<file path="config.mk">
export PLATFORM = sky130hd
export DESIGN_NAME = ssbr_serial_feeder
export DESIGN_NICKNAME = d
export VERILOG_FILES = /design/src/rtl/ssbr_serial_feeder.sv
export SDC_FILE = /design/constraint.sdc
export NUM_CORES = 1
export LEC_CHECK = 0
export ABC_AREA = 1
export CORE_UTILIZATION = 54
export DETAILED_ROUTE_END_ITERATION = 6
export HOLD_SLACK_MARGIN = 0.15
export PLACE_DENSITY = 0.85
export SLEW_MARGIN = 10
export SYNTH_ARGS = -nofsm -noshare
export SYNTH_HDL_FRONTEND = slang
export SYNTH_SLANG_ARGS = --single-unit
</file>
<file path="constraint.sdc">
create_clock -name clk -period 3.8 [get_ports clk]
set_input_delay 0.57 -clock clk [delete_from_list [all_inputs] [get_ports clk]]
set_output_delay 0.57 -clock clk [all_outputs]
set_load 0.01 [all_outputs]
</file>
<file path="src/rtl/ssbr_serial_feeder.sv">
// Serial feeder for the SSBR shift register: takes a parallel word on a valid/ready
// handshake, sends it bit by bit on D, then sends WIDTH flush zeros. Optional parity bit: FEEDER_PARITY_EN.
module ssbr_serial_feeder #(
  parameter int WIDTH = 4
) (
  input  logic             clk,
  input  logic             rst,
  input  logic [WIDTH-1:0] word_in,
  input  logic             dir_in,
  input  logic             in_valid,
  output logic             in_ready,
  output logic             D,
  output logic             dir,
  output logic             busy,
  output logic             done
);

  localparam int CW = $clog2(WIDTH + 1);
  localparam logic [CW-1:0] LAST = CW'(WIDTH - 1);

  // state    | meaning
  // S_IDLE   | waiting for a handshake, D held at 0
  // S_SHIFT  | data bits on D, one per cycle
  // S_PARITY | even-parity bit on D (parity build only)
  // S_FLUSH  | WIDTH zero bits pushing the word out of the register
  typedef enum logic [1:0] {S_IDLE, S_SHIFT, S_PARITY, S_FLUSH} state_t;

  state_t           r_state;
  logic [CW-1:0]    r_cnt;
  logic [WIDTH-1:0] r_sh;
  logic             r_d;
  logic             r_dir;
  logic             r_busy;
  logic             r_done;
`ifdef FEEDER_PARITY_EN
  logic             r_par;
`endif

  logic             w_hs;
  logic             w_last;
  logic             w_first;
  logic [WIDTH-1:0] w_rest;
  logic             w_shift_bit;
  logic [WIDTH-1:0] w_sh_next;

  assign in_ready    = (r_state == S_IDLE) & ~rst;
  assign w_hs        = in_valid & in_ready;
  assign w_last      = (r_cnt == LAST);
  // r_sh holds the bits still to be sent; the next one always sits at the leading end
  assign w_first     = dir_in ? word_in[0] : word_in[WIDTH-1];
  assign w_rest      = dir_in ? (word_in >> 1) : (word_in << 1);
  assign w_shift_bit = r_dir ? r_sh[0] : r_sh[WIDTH-1];
  assign w_sh_next   = r_dir ? (r_sh >> 1) : (r_sh << 1);

  assign D    = r_d;
  assign dir  = r_dir;
  assign busy = r_busy;
  assign done = r_done;

  always_ff @(posedge clk) begin
    if (rst) begin
      r_state <= S_IDLE;
      r_cnt   <= '0;
      r_sh    <= '0;
      r_d     <= 1'b0;
      r_dir   <= 1'b1;
      r_busy  <= 1'b0;
      r_done  <= 1'b0;
`ifdef FEEDER_PARITY_EN
      r_par   <= 1'b0;
`endif
    end else begin
      case (r_state)
        S_IDLE: begin
          r_done <= 1'b0;
          r_cnt  <= '0;
          if (w_hs) begin
            r_state <= S_SHIFT;
            r_d     <= w_first;
            r_sh    <= w_rest;
            r_dir   <= dir_in;
            r_busy  <= 1'b1;
`ifdef FEEDER_PARITY_EN
            r_par   <= ^word_in;
`endif
          end else begin
            r_d <= 1'b0;
          end
        end
        S_SHIFT: begin
          if (w_last) begin
            r_cnt <= '0;
`ifdef FEEDER_PARITY_EN
            r_state <= S_PARITY;
            r_d     <= r_par;
`else
            r_state <= S_FLUSH;
            r_d     <= 1'b0;
`endif
          end else begin
            r_cnt <= r_cnt + CW'(1);
            r_d   <= w_shift_bit;
            r_sh  <= w_sh_next;
          end
        end
        S_PARITY: begin
          r_state <= S_FLUSH;
          r_d     <= 1'b0;
          r_cnt   <= '0;
        end
        S_FLUSH: begin
          r_d <= 1'b0;
          if (w_last) begin
            r_state <= S_IDLE;
            r_cnt   <= '0;
            r_busy  <= 1'b0;
            r_done  <= 1'b1;
          end else begin
            r_cnt <= r_cnt + CW'(1);
          end
        end
        default: begin
          r_state <= S_IDLE;
          r_d     <= 1'b0;
          r_busy  <= 1'b0;
          r_done  <= 1'b0;
          r_cnt   <= '0;
        end
      endcase
    end
  end

endmodule

</file>
Word-level counts from Yosys, hierarchy flattened
Index checks and enable logic that the tools add are counted.
- bits in registers: 13
- input bits: 8
- output and inout bits: 5
- word-level logic and storage cells: 51
- add/subtract/negate cells: 1
- equality and inequality tests: 8
- muxes and demuxes: 21
- bitwise gates (word level): 3
- reductions and logical operators: 11
- operators with widths (kind ; count):
    2-to-1 mux 4 bit ; 4
    AND reduction 3 bit ; 3
    != test 2 bit (second input constant) ; 4
    case mux 2 bit (4 select lines) ; 1
    case mux 4 bit (2 select lines) ; 1
    2-to-1 mux 1 bit ; 7
    2-to-1 mux 2 bit ; 3
    case mux 3 bit (2 select lines) ; 1
    OR reduction 2 bit ; 3
    equality test 2 bit (second input constant) ; 2
    case mux 1 bit (2 select lines) ; 2
    AND reduction 2 bit ; 2
    nonzero test 2 bit ; 2
    adder 3 x 1 -> 3 bit (second input constant) ; 1
    equality test 3 x 2 -> 1 bit (second input constant) ; 1
    2-to-1 mux 3 bit ; 1
    case mux 1 bit (3 select lines) ; 1
    bitwise AND 1 bit ; 2
    equality test 2 x 1 -> 1 bit (second input constant) ; 1
    logical NOT 2 bit ; 1
    inverter 1 bit ; 1

Logic depth before layout (Yosys ltp)
Gate-level depths: netlist (run 1).
- depth in word-level cells: 5
- mapped depth: 9
- gate-level depth less buffers: 9

Worst setup path after synthesis (run 1)
Ideal clock, no wire load.
- kind: register to output
- start point: register r_state[1]
- end point: output port in_ready
- arrival: 0.879 ns
- required time: 3.230 ns
- path slack: 2.351 ns
- cell stages (with the launch flop): 5
- buffers on the path: 0
- cells stage by stage: dfxtp_1 inv_1 ha_1 inv_2 nor2_2
- cells in the longest elaborated chain, start to end: 2
- RTL lines (what ; RTL line ; source):
    start: declaration ; 28 ; state_t r_state;
    start signal: assignment ; 62 ; r_state <= S_IDLE;
    start signal: assignment ; 78 ; r_state <= S_SHIFT;
    start signal: assignment ; 97 ; r_state <= S_FLUSH;
    logical NOT 2 bit ; 46 ; assign in_ready = (r_state == S_IDLE) & ~rst;
    bitwise AND 1 bit ; 46 ;
    end: declaration ; 11 ; output logic in_ready,
No other way between the ends.

Worst setup path after layout (run 1)
- start point: input port rst
- end point: output port in_ready
- cells in the longest elaborated chain, start to end: 2
- RTL lines (what ; RTL line ; source):
    start: declaration ; 7 ; input logic rst,
    inverter 1 bit ; 46 ;
    bitwise AND 1 bit ; 46 ;
No other way between the ends.

==> results of run 1 <==
through the flow:
step / total power, mW / instances / hold slack, ns / worst slack, ns / util (%)
floorplan: 0.4535 / 113 / 0.3992 / 2.351 / -
global placement: 0.5236 / 140 / 0.4081 / 1.398 / 68.27
detailed placement: 0.5349 / 140 / 0.4221 / 1.377 / 68.27
CTS: 0.6239 / 144 / 0.4337 / 1.375 / 70.29
global route: 0.6827 / 144 / 0.4515 / 1.309 / 70.29
finish: 0.6218 / 144 / 0.4314 / 1.385 / 70.29
cell usage in the layout, fill, tap and decap left out, drive strengths merged:
cell type	count
nor2	17
clkbuf	4
nor3	1
a21oi	4
dfxtp	13
nand2	40
clkdlybuf4s50	12
o21ai	4
inv	16
a31oi	1
nand3	8
o211ai	2
ha	7
registers in the layout, summed over array words and instances, names as in the netlist:
register  count
r_state       2
r_cnt         3
r_sh          4
dir           1
busy          1
done          1
D             1
metal layers:
| metal | global-route usage [%] | vias up | share of wire [%] |
|---|---|---|---|
| met5 | 0 | - | 0 |
| li1 | - | 383 | - |
| met1 | 24.48 | 296 | 49 |
| met3 | 9.091 | 4 | 5.9 |
| met4 | 12.07 | 0 | 2.0 |
| met2 | 32.08 | 25 | 43 |
final cells by class:
| cell class | count | area (sq um) |
|---|---|---|
| clock buffer | 4 | 26.28 |
| fill | 118 | 386.6 |
| inverter | 16 | 60.06 |
| multi-input combinational | 84 | 429.2 |
| sequential | 13 | 260.3 |
| tap | 15 | 18.77 |
| timing repair buffer | 12 | 120.1 |
power breakdown:
| part | internal [mW] | switching (mW) |
|---|---|---|
| clock | 0.0408 | 0.0483 |
| sequential | 0.181 | 0.0296 |
| combinational | 0.128 | 0.194 |
worst paths after layout:
kind / from / end / slack (ns)
setup / recovery: rst / in_ready / 1.39
setup reg to reg: r_state[1] / r_state[1] / 2.45
hold reg to reg: r_cnt[0] / r_cnt[0] / 0.43
hold / removal: r_cnt[0] / r_cnt[0] / 0.43
critical path, cell delays in order:
cell,delay (ns)
clkdlybuf4s50_1,0.54
nor2_2,0.19
clkdlybuf4s50_1,0.55
cells by family (layout without fill, tap and decap cells):
family	after synthesis	count (layout)	share of synthesized area, %
adder cells (fa/ha/maj)	7	7	11.69
flip-flops	13	13	34.72
buffers and inverters	16	32	8.014
AND/OR/NAND/NOR	66	66	35.89
AO/OA/AOI/OAI	11	11	9.683
==> qor.yml, run 1 <==
synthesis:
  synth_seq_area_share_pct: 34.72
  ys_ff_latch: 13
  avgSynthCellArea_sq_um: 6.632
  yosysMostFrequentCell: "nand2_1"
  syn_nets: 128
  yosysWarnings: 0
  async_reset_ff_share_pct: 0
  synth.cell_area_sq_um: 749.5
  yosys-top-cells-count: "nand2_1, nor2_1, dfxtp_1"
  synth_edf_count: 0
  syn-instance-count: 113
  yosys.cell_types.count: 16
  synth_top_area_cell: "dfxtp_1"
  synthTopCellsByArea: "dfxtp_1, nand2_1, ha_1"
  synth_flop_cell: "dfxtp_1"
  synth.top_cell.area_share_pct: 34.72
route:
  first_iter_violations: 19
  ant_nets: 0
  drc_errors: 0
  wl_per_cell_um: 10.27
  firstDrtPassIters: 4
  viasPerCell: 4.917
  vias: 708
  wirelength_um: 1479
sta:
  period_needed_ns: 2.415
  fmax_mhz: 414.1
  maxSlewHeadroom_pct: 80.12
  finalHoldViolCount: 0
  final.setup_skew_ns: 0.001293
  setup_tns_ns: 0
  slew_viol_final: 0
  fin_crit_sh_pct: 63.54
  setup_viol: 0
  worstMarginPinSlew_ns: 0.2969
  rsz0062_at_grt: "no"
min_path:
  hp-class: "flip-flop to flip-flop"
  holdPathStages: 1
place:
  post-dp-hpwl_um: 1109
  placed_cell_area_sq_um: 888.4
  numPortBuffers: 12
  gp_congestion: 0.8024
global_routing:
  antenna_found_initial: 0
  grt_first_pass_wirelength_um: 2070
  grt_pass1_vias: 540
  grt_max_degree: 9
  grt_overflow_total: 0
  grt_usage_pct: 21.12
power_and_ir_drop:
  powerDensity_mw_per_mm2: 679.8
  p_leak_nw: 0.4572
  ir_drop_mv: 0.3618
setup_path:
  r2r_cells: 7
  cp.arrival_ns: 1.84
  required_ns: 3.23
  critPathKind: "primary input to output pin"
  worstPathMaxFanout: 5
  critPathCaptureType: "output pin"
  startpoint_type: "primary input"
outcome:
  status: "finished, final reports clean"
die:
  core_sq_mm: 0.001301
  die-width_um: 39.26
  ios: 13
  dieArea_sq_mm: 0.001541
  dieHeight_um: 39.26
  rows: 13
  initial_core_util_pct: 57.60
cts:
  postCtsSetupRepairBufs: 0
  worstSkewPairLatency_ns: 0.28
  numCtsBuffers: 3
  cts_buffer_depth: 2
  cts_tree: "built"
  cts.sinks: 13
  ctsHoldBuffers: 0
  htreeDepth: 1
  cts_root_buf: "clkbuf_4"
  cts_resized: 0
  clkTransAtPathRegs_ns: 0.08
run:
  cap_viol_max_count: 0
cells_and_area:
  stdcell_area_sq_um: 914.6
  syn_to_final_growth_pct: 22.04
  num_antenna_cells: 0
  nets: 145
  final_layout_size_suffix_gt1_share_pct: 10.08
Power figures use the tool's default switching activity.
==> run 2: changes to the inputs <==
--- a/config.mk
+++ b/config.mk
@@ -6,10 +6,10 @@
 export NUM_CORES = 1
 export LEC_CHECK = 0
 export ABC_AREA = 1
-export CORE_UTILIZATION = 54
+export CORE_UTILIZATION = 50
 export DETAILED_ROUTE_END_ITERATION = 6
 export HOLD_SLACK_MARGIN = 0.15
-export PLACE_DENSITY = 0.85
+export PLACE_DENSITY = 0.8
 export SLEW_MARGIN = 10
 export SYNTH_ARGS = -nofsm -noshare
 export SYNTH_HDL_FRONTEND = slang
==> constraint.sdc (replaced) <==
create_clock -name clk -period 2.5 [get_ports clk]
set_input_delay 0.375 -clock clk [delete_from_list [all_inputs] [get_ports clk]]
set_output_delay 0.375 -clock clk [all_outputs]
set_load 0.01 [all_outputs]
==> run 2 against run 1 <==
Flip-flop and latch count is the same. Total power grew 53%. Final cell count is the same. Largest cell class unchanged. Clock power grew 46%. Routed wire length shrank 0.27%. Die area grew 7.6%. Utilization shrank 2.5 points.
==> qor.yml, run 2 (synthesis gave the netlist of run 1 again) <==
setup_path:
  critPathKind: "flip-flop to output pin"  # was primary input to output pin
  worstPathMaxFanout: 4  # was 5
  r2r-start: "r_state[1]"  # unchanged
  cp.arrival_ns: 1.80  # was 1.84 ns
  startpoint_type: "flip-flop"  # was primary input
  critPathCaptureType: "output pin"  # unchanged
  startpoint: "r_state[1]"  # was rst
  required_ns: 2.12  # was 3.23 ns
  reg2reg_slack_ns: 0.98  # was 2.45 ns
cts:
  htreeDepth: 1  # unchanged
  postCtsSetupRepairBufs: 0  # unchanged
  numCtsBuffers: 3  # unchanged
  ctsHoldBuffers: 0  # unchanged
  cts_tree: "built"  # unchanged
  worstSkewPairLatency_ns: 0.28  # about the same
  clkTransAtPathRegs_ns: 0.08  # about the same
  cts_resized: 0  # unchanged
  cts_root_buf: "clkbuf_4"  # unchanged
  cts_buffer_depth: 2  # unchanged
  cts.sinks: 13  # unchanged
cells_and_area:
  final_cell_mix: "nand2_1, nor2_1, dfxtp_1, clkdlybuf4s50_1, inv_1"  # unchanged
  syn_to_final_growth_pct: 22.04  # unchanged
  num_antenna_cells: 0  # unchanged
  final_layout_size_suffix_gt1_share_pct: 10.08  # unchanged
  regMostFlops: "r_sh"  # unchanged
  finish.utilization_pct: 67.75  # was 70.29%
  nets: 145  # unchanged
  largest_register_ffs: 4  # unchanged
  top_regs: "r_sh: 4 flops, r_cnt: 3 flops, r_state: 2 flops"  # unchanged
  final_common_cell: "nand2_1"  # unchanged
place:
  post-dp-hpwl_um: 1124  # was 1109 um
  numPortBuffers: 12  # unchanged
  gp_congestion: 0.7467  # was 0.8024
min_path:
  hp-start: "r_cnt[0]"  # unchanged
  hp-class: "flip-flop to flip-flop"  # unchanged
die:
  dieArea_sq_mm: 0.001658  # was 0.001541 sq mm
  dieHeight_um: 40.72  # was 39.26 um
  die-width_um: 40.72  # was 39.26 um
  ios: 13  # unchanged
  core_sq_mm: 0.001350  # was 0.001301 sq mm
  initial_core_util_pct: 55.51  # was 57.60%
  rows: 13  # unchanged
sta:
  rsz0062_at_grt: "no"  # unchanged
  whs_ns: 0.4275  # was 0.4314 ns
  worstMarginPinSlew_ns: 0.3576  # was 0.2969 ns
  period_needed_ns: 2.170
  maxSlewHeadroom_pct: 75.91  # was 80.12%
  slew_viol_final: 0  # unchanged
  fmax_mhz: 460.7
  fin_crit_sh_pct: 86.82
  setup_viol: 0  # unchanged
  finalHoldViolCount: 0  # unchanged
  final.setup_skew_ns: 0.01015  # was 0.001293 ns
  setup_tns_ns: 0  # unchanged
route:
  first_iter_violations: 20  # was 19
  ant_nets: 0  # unchanged
  drc_errors: 0  # unchanged
  firstDrtPassIters: 4  # unchanged
  viasPerCell: 4.965  # was 4.917
  wl_per_cell_um: 10.24  # was 10.27 um
  wirelength_um: 1475  # was 1479 um
  vias: 715  # was 708
global_routing:
  grt_pass1_vias: 578  # was 540
  grt_max_degree: 9  # unchanged
  grt_overflow_total: 0  # unchanged
  grt_first_pass_wirelength_um: 2270  # was 2070 um
  grt_usage_pct: 21.50  # was 21.12%
  antenna_found_initial: 0  # unchanged
run:
  cap_viol_max_count: 0  # unchanged
outcome:
  status: "finished, final reports clean"  # unchanged
power_and_ir_drop:
  ir_drop_mv: 0.7742  # was 0.3618 mV
  powerDensity_mw_per_mm2: 1038  # was 679.8 mW/mm^2
  p_leak_nw: 0.4572  # unchanged
==> run 2: cell counts in the layout (fill, tap and decap cells not counted) <==
No cell type changed its count.
==> run 2: area by class of cell <==
type                            instances  area (sq um)
Fill cell                             110         435.4
Tap cell                               15         18.77
Timing Repair Buffer                   12         120.1
Inverter                               16         60.06
Clock buffer                            4         26.28
Multi-Input combinational cell         84         429.2
Sequential cell                        13         260.3
==> run 2: path summary, 6_finish.rpt <==
check               end  depth (start not counted)
max reg2reg  r_state[1]                          7
max            in_ready                          5
min            r_cnt[0]                          1
min reg2reg    r_cnt[0]                          1
==> run 2: worst max-delay path: stages, from the launching register on <==
cell and delay [ns]:
dfxtp_1 0.33, inv_1 0.12, ha_1 0.29, inv_2 0.08, nor2_2 0.13, clkdlybuf4s50_1 0.55
==> run 2: power by group <==
group / total [mW] / switching (mW) / leakage, nW / internal, mW
Combinational: 0.499 / 0.305 / 0.335 / 0.194
Sequential: 0.321 / 0.0447 / 0.107 / 0.276
Clock: 0.130 / 0.0682 / 0.0150 / 0.0619
Total: 0.950 / 0.418 / 0.457 / 0.532
==> run 2: routing by layer <==
layer | wire [um] | GRT usage [%] | vias to the layer above
met5 | 0 | 0 | -
met4 | 24 | 10.00 | 0
met3 | 55 | 4.891 | 5
met2 | 711 | 38.89 | 15
met1 | 683 | 23.41 | 311
li1 | - | - | 384
==> run 2: through the flow <==
stage               power, mW  setup slack, ns  cells  area [sq um]
global placement       0.8010           0.4872    140         888.4
CTS                    0.9485           0.3347    144         914.6
detailed placement     0.8170           0.4532    140         888.4
finish                 0.9497           0.3296    144         914.6
floorplan              0.6893            1.246    113         749.5
global route            1.036           0.2493    144         914.6
==> run 3: changes to the inputs <==
--- a/config.mk
+++ b/config.mk
@@ -9,7 +9,7 @@
 export CORE_UTILIZATION = 50
 export DETAILED_ROUTE_END_ITERATION = 6
 export HOLD_SLACK_MARGIN = 0.15
-export PLACE_DENSITY = 0.8
+export PLACE_DENSITY = 0.76
 export SLEW_MARGIN = 10
 export SYNTH_ARGS = -nofsm -noshare
 export SYNTH_HDL_FRONTEND = slang
==> run 3 against run 2 <==
Maximum frequency is 0.73% higher. First-iteration DRC count is 15% higher. Flip-flop and latch count stayed put. Clock power hardly changed. Final cell count stayed put. Combinational power hardly changed. Hold slack worse by 0.0079 ns. Clock skew is 0.0084 ns lower. Sequential power hardly changed. Routed wire length stayed put.
==> qor.yml, run 3 (synthesis gave the netlist of run 1 again) <==
power_and_ir_drop:
  p_leak_nw: 0.4572  # unchanged
  powerDensity_mw_per_mm2: 1032  # was 1038 mW/mm^2
  total_power_uw: 944.3  # was 949.7 uW
  ir_drop_mv: 0.5723  # was 0.7742 mV
die:
  dieArea_sq_mm: 0.001658  # unchanged
  core_sq_mm: 0.001350  # unchanged
  dieHeight_um: 40.72  # unchanged
  initial_core_util_pct: 55.51  # unchanged
  ios: 13  # unchanged
  die-width_um: 40.72  # unchanged
  rows: 13  # unchanged
setup_path:
  worstPathMaxFanout: 4  # unchanged
  path_cells: "inv_1, ha_1, inv_2, nor2_2, clkdlybuf4s50_1"  # unchanged
  r2r-start: "r_cnt[0]"  # was r_state[1]
  critPathCaptureType: "output pin"  # unchanged
  reg2reg_slack_ns: 1.14  # was 0.98 ns
  startpoint_type: "flip-flop"  # unchanged
  critPathMaxStageDelay_ns: 0.55  # about the same
  critPathKind: "flip-flop to output pin"  # unchanged
  timing.rr.end: "r_sh[3]"  # was r_state[1]
  cp.arrival_ns: 1.78  # was 1.80 ns
  slowest_stage: "clkdlybuf4s50_1"  # unchanged
  required_ns: 2.12  # about the same
  r2r_cells: 8  # was 7
cells_and_area:
  final_common_cell: "nand2_1"  # unchanged
  nFillCells: 133  # was 110
  num_antenna_cells: 0  # unchanged
  top_regs: "r_sh: 4 flops, r_cnt: 3 flops, r_state: 2 flops"  # unchanged
  final_cell_mix: "nand2_1, nor2_1, dfxtp_1, clkdlybuf4s50_1, inv_1"  # unchanged
  finish.utilization_pct: 67.75  # unchanged
  regMostFlops: "r_sh"  # unchanged
  seqCellArea_sq_um: 260.3  # unchanged
  multi_input_area_sq_um: 429.2  # unchanged
  syn_to_final_growth_pct: 22.04  # unchanged
  nets: 145  # unchanged
  largest_register_ffs: 4  # unchanged
  final_layout_size_suffix_gt1_share_pct: 10.08  # unchanged
sta:
  final.setup_skew_ns: 0.001784  # was 0.01015 ns
  fin_crit_sh_pct: 86.19  # was 86.82%
  maxSlewHeadroom_pct: 80.67  # was 75.91%
  setup_viol: 0  # unchanged
  worstMarginPinSlew_ns: 0.2890  # was 0.3576 ns
  fmax_mhz: 464.1  # was 460.7 MHz
  setup_tns_ns: 0  # unchanged
  finalHoldViolCount: 0  # unchanged
  period_needed_ns: 2.155  # was 2.170 ns
  slew_viol_final: 0  # unchanged
  rsz0062_at_grt: "no"  # unchanged
route:
  first_iter_violations: 23  # was 20
  wl_per_cell_um: 10.24  # unchanged
  drc_errors: 0  # unchanged
  viasPerCell: 4.938  # was 4.965
  vias: 711  # was 715
  firstDrtPassIters: 4  # unchanged
  wirelength_um: 1475  # unchanged
  ant_nets: 0  # unchanged
min_path:
  hp-class: "flip-flop to flip-flop"  # unchanged
  holdPathStages: 1  # unchanged
  holdPathEnd: "r_cnt[0]"  # unchanged
  hp-start: "r_cnt[0]"  # unchanged
cts:
  htreeDepth: 1  # unchanged
  cts_resized: 0  # unchanged
  postCtsSetupRepairBufs: 0  # unchanged
  clkTransAtPathRegs_ns: 0.08  # about the same
  cts_buffer_depth: 2  # unchanged
  cts_root_buf: "clkbuf_4"  # unchanged
  cts_tree: "built"  # unchanged
  worstSkewPairLatency_ns: 0.27  # was 0.28 ns
  numCtsBuffers: 3  # unchanged
  cts.sinks: 13  # unchanged
  ctsHoldBuffers: 0  # unchanged
run:
  cap_viol_max_count: 0  # unchanged
global_routing:
  grt_pass1_vias: 522  # was 578
  met1_usage_pct: 26.73  # was 23.41%
  met2_usage_pct: 29.37  # was 38.89%
  grt_util_met3_pct: 4.891  # unchanged
  grt_overflow_total: 0  # unchanged
  top_usage_layer: "met2"  # unchanged
  grt_usage_pct: 19.93  # was 21.50%
  antenna_found_initial: 0  # unchanged
  grt_max_degree: 9  # unchanged
  grt_first_pass_wirelength_um: 2104  # was 2270 um
outcome:
  status: "finished, final reports clean"  # unchanged
place:
  post-dp-hpwl_um: 1106  # was 1124 um
  gp_congestion: 0.8455  # was 0.7467
  numPortBuffers: 12  # unchanged
==> run 3: final cells by class <==
type,count,share of cell area (%)
Multi-Input combinational cell,84,46.92
Sequential cell,13,28.45
Timing Repair Buffer,12,13.13
Inverter,16,6.566
Clock buffer,4,2.873
Tap cell,15,2.052
==> run 3: per-stage QoR <==
step           instances  area [sq um]  setup WS [ns]  hold slack [ns]
3_5_place_dp         140         888.4         0.4527           0.4137
4_1_cts              144         914.6         0.3371           0.4248
5_1_grt              144         914.6         0.2093           0.4614
6_report             144         914.6         0.3452           0.4196
3_3_place_gp         140         888.4         0.4856           0.4106
2_1_floorplan        113         749.5          1.246           0.3992
==> run 3: worst max-delay path: cells and delay by family (launching register included) <==
| kind | cells | cell delay [ns] |
|---|---|---|
| buf+inv | 3 | 0.74 |
| flops | 1 | 0.33 |
| fa+ha+maj | 1 | 0.30 |
| simple gates | 1 | 0.13 |
==> run 3: worst max-delay path by stage <==
stage               slack (ns)  endpoint  cells after the start       start
floorplan                 1.25  in_ready                      4  r_state[1]
global placement          0.49  in_ready                      3         rst
detailed placement        0.45  in_ready                      3         rst
CTS                       0.34  in_ready                      5  r_state[1]
global route              0.21  in_ready                      5  r_state[1]
finish                    0.35  in_ready                      5  r_state[1]
==> run 3: report_power, final <==
part	leakage [nW]	internal (mW)	switching [mW]	total, mW
Combinational	0.335	0.194	0.302	0.496
Sequential	0.107	0.276	0.0427	0.318
Clock	0.0150	0.0618	0.0684	0.130
==> run 3: routing by layer <==
metal,share of wire [%],up-vias
li1,-,384
met1,50,306
met2,42,17
met3,5.8,4
met4,1.7,0
met5,0,-
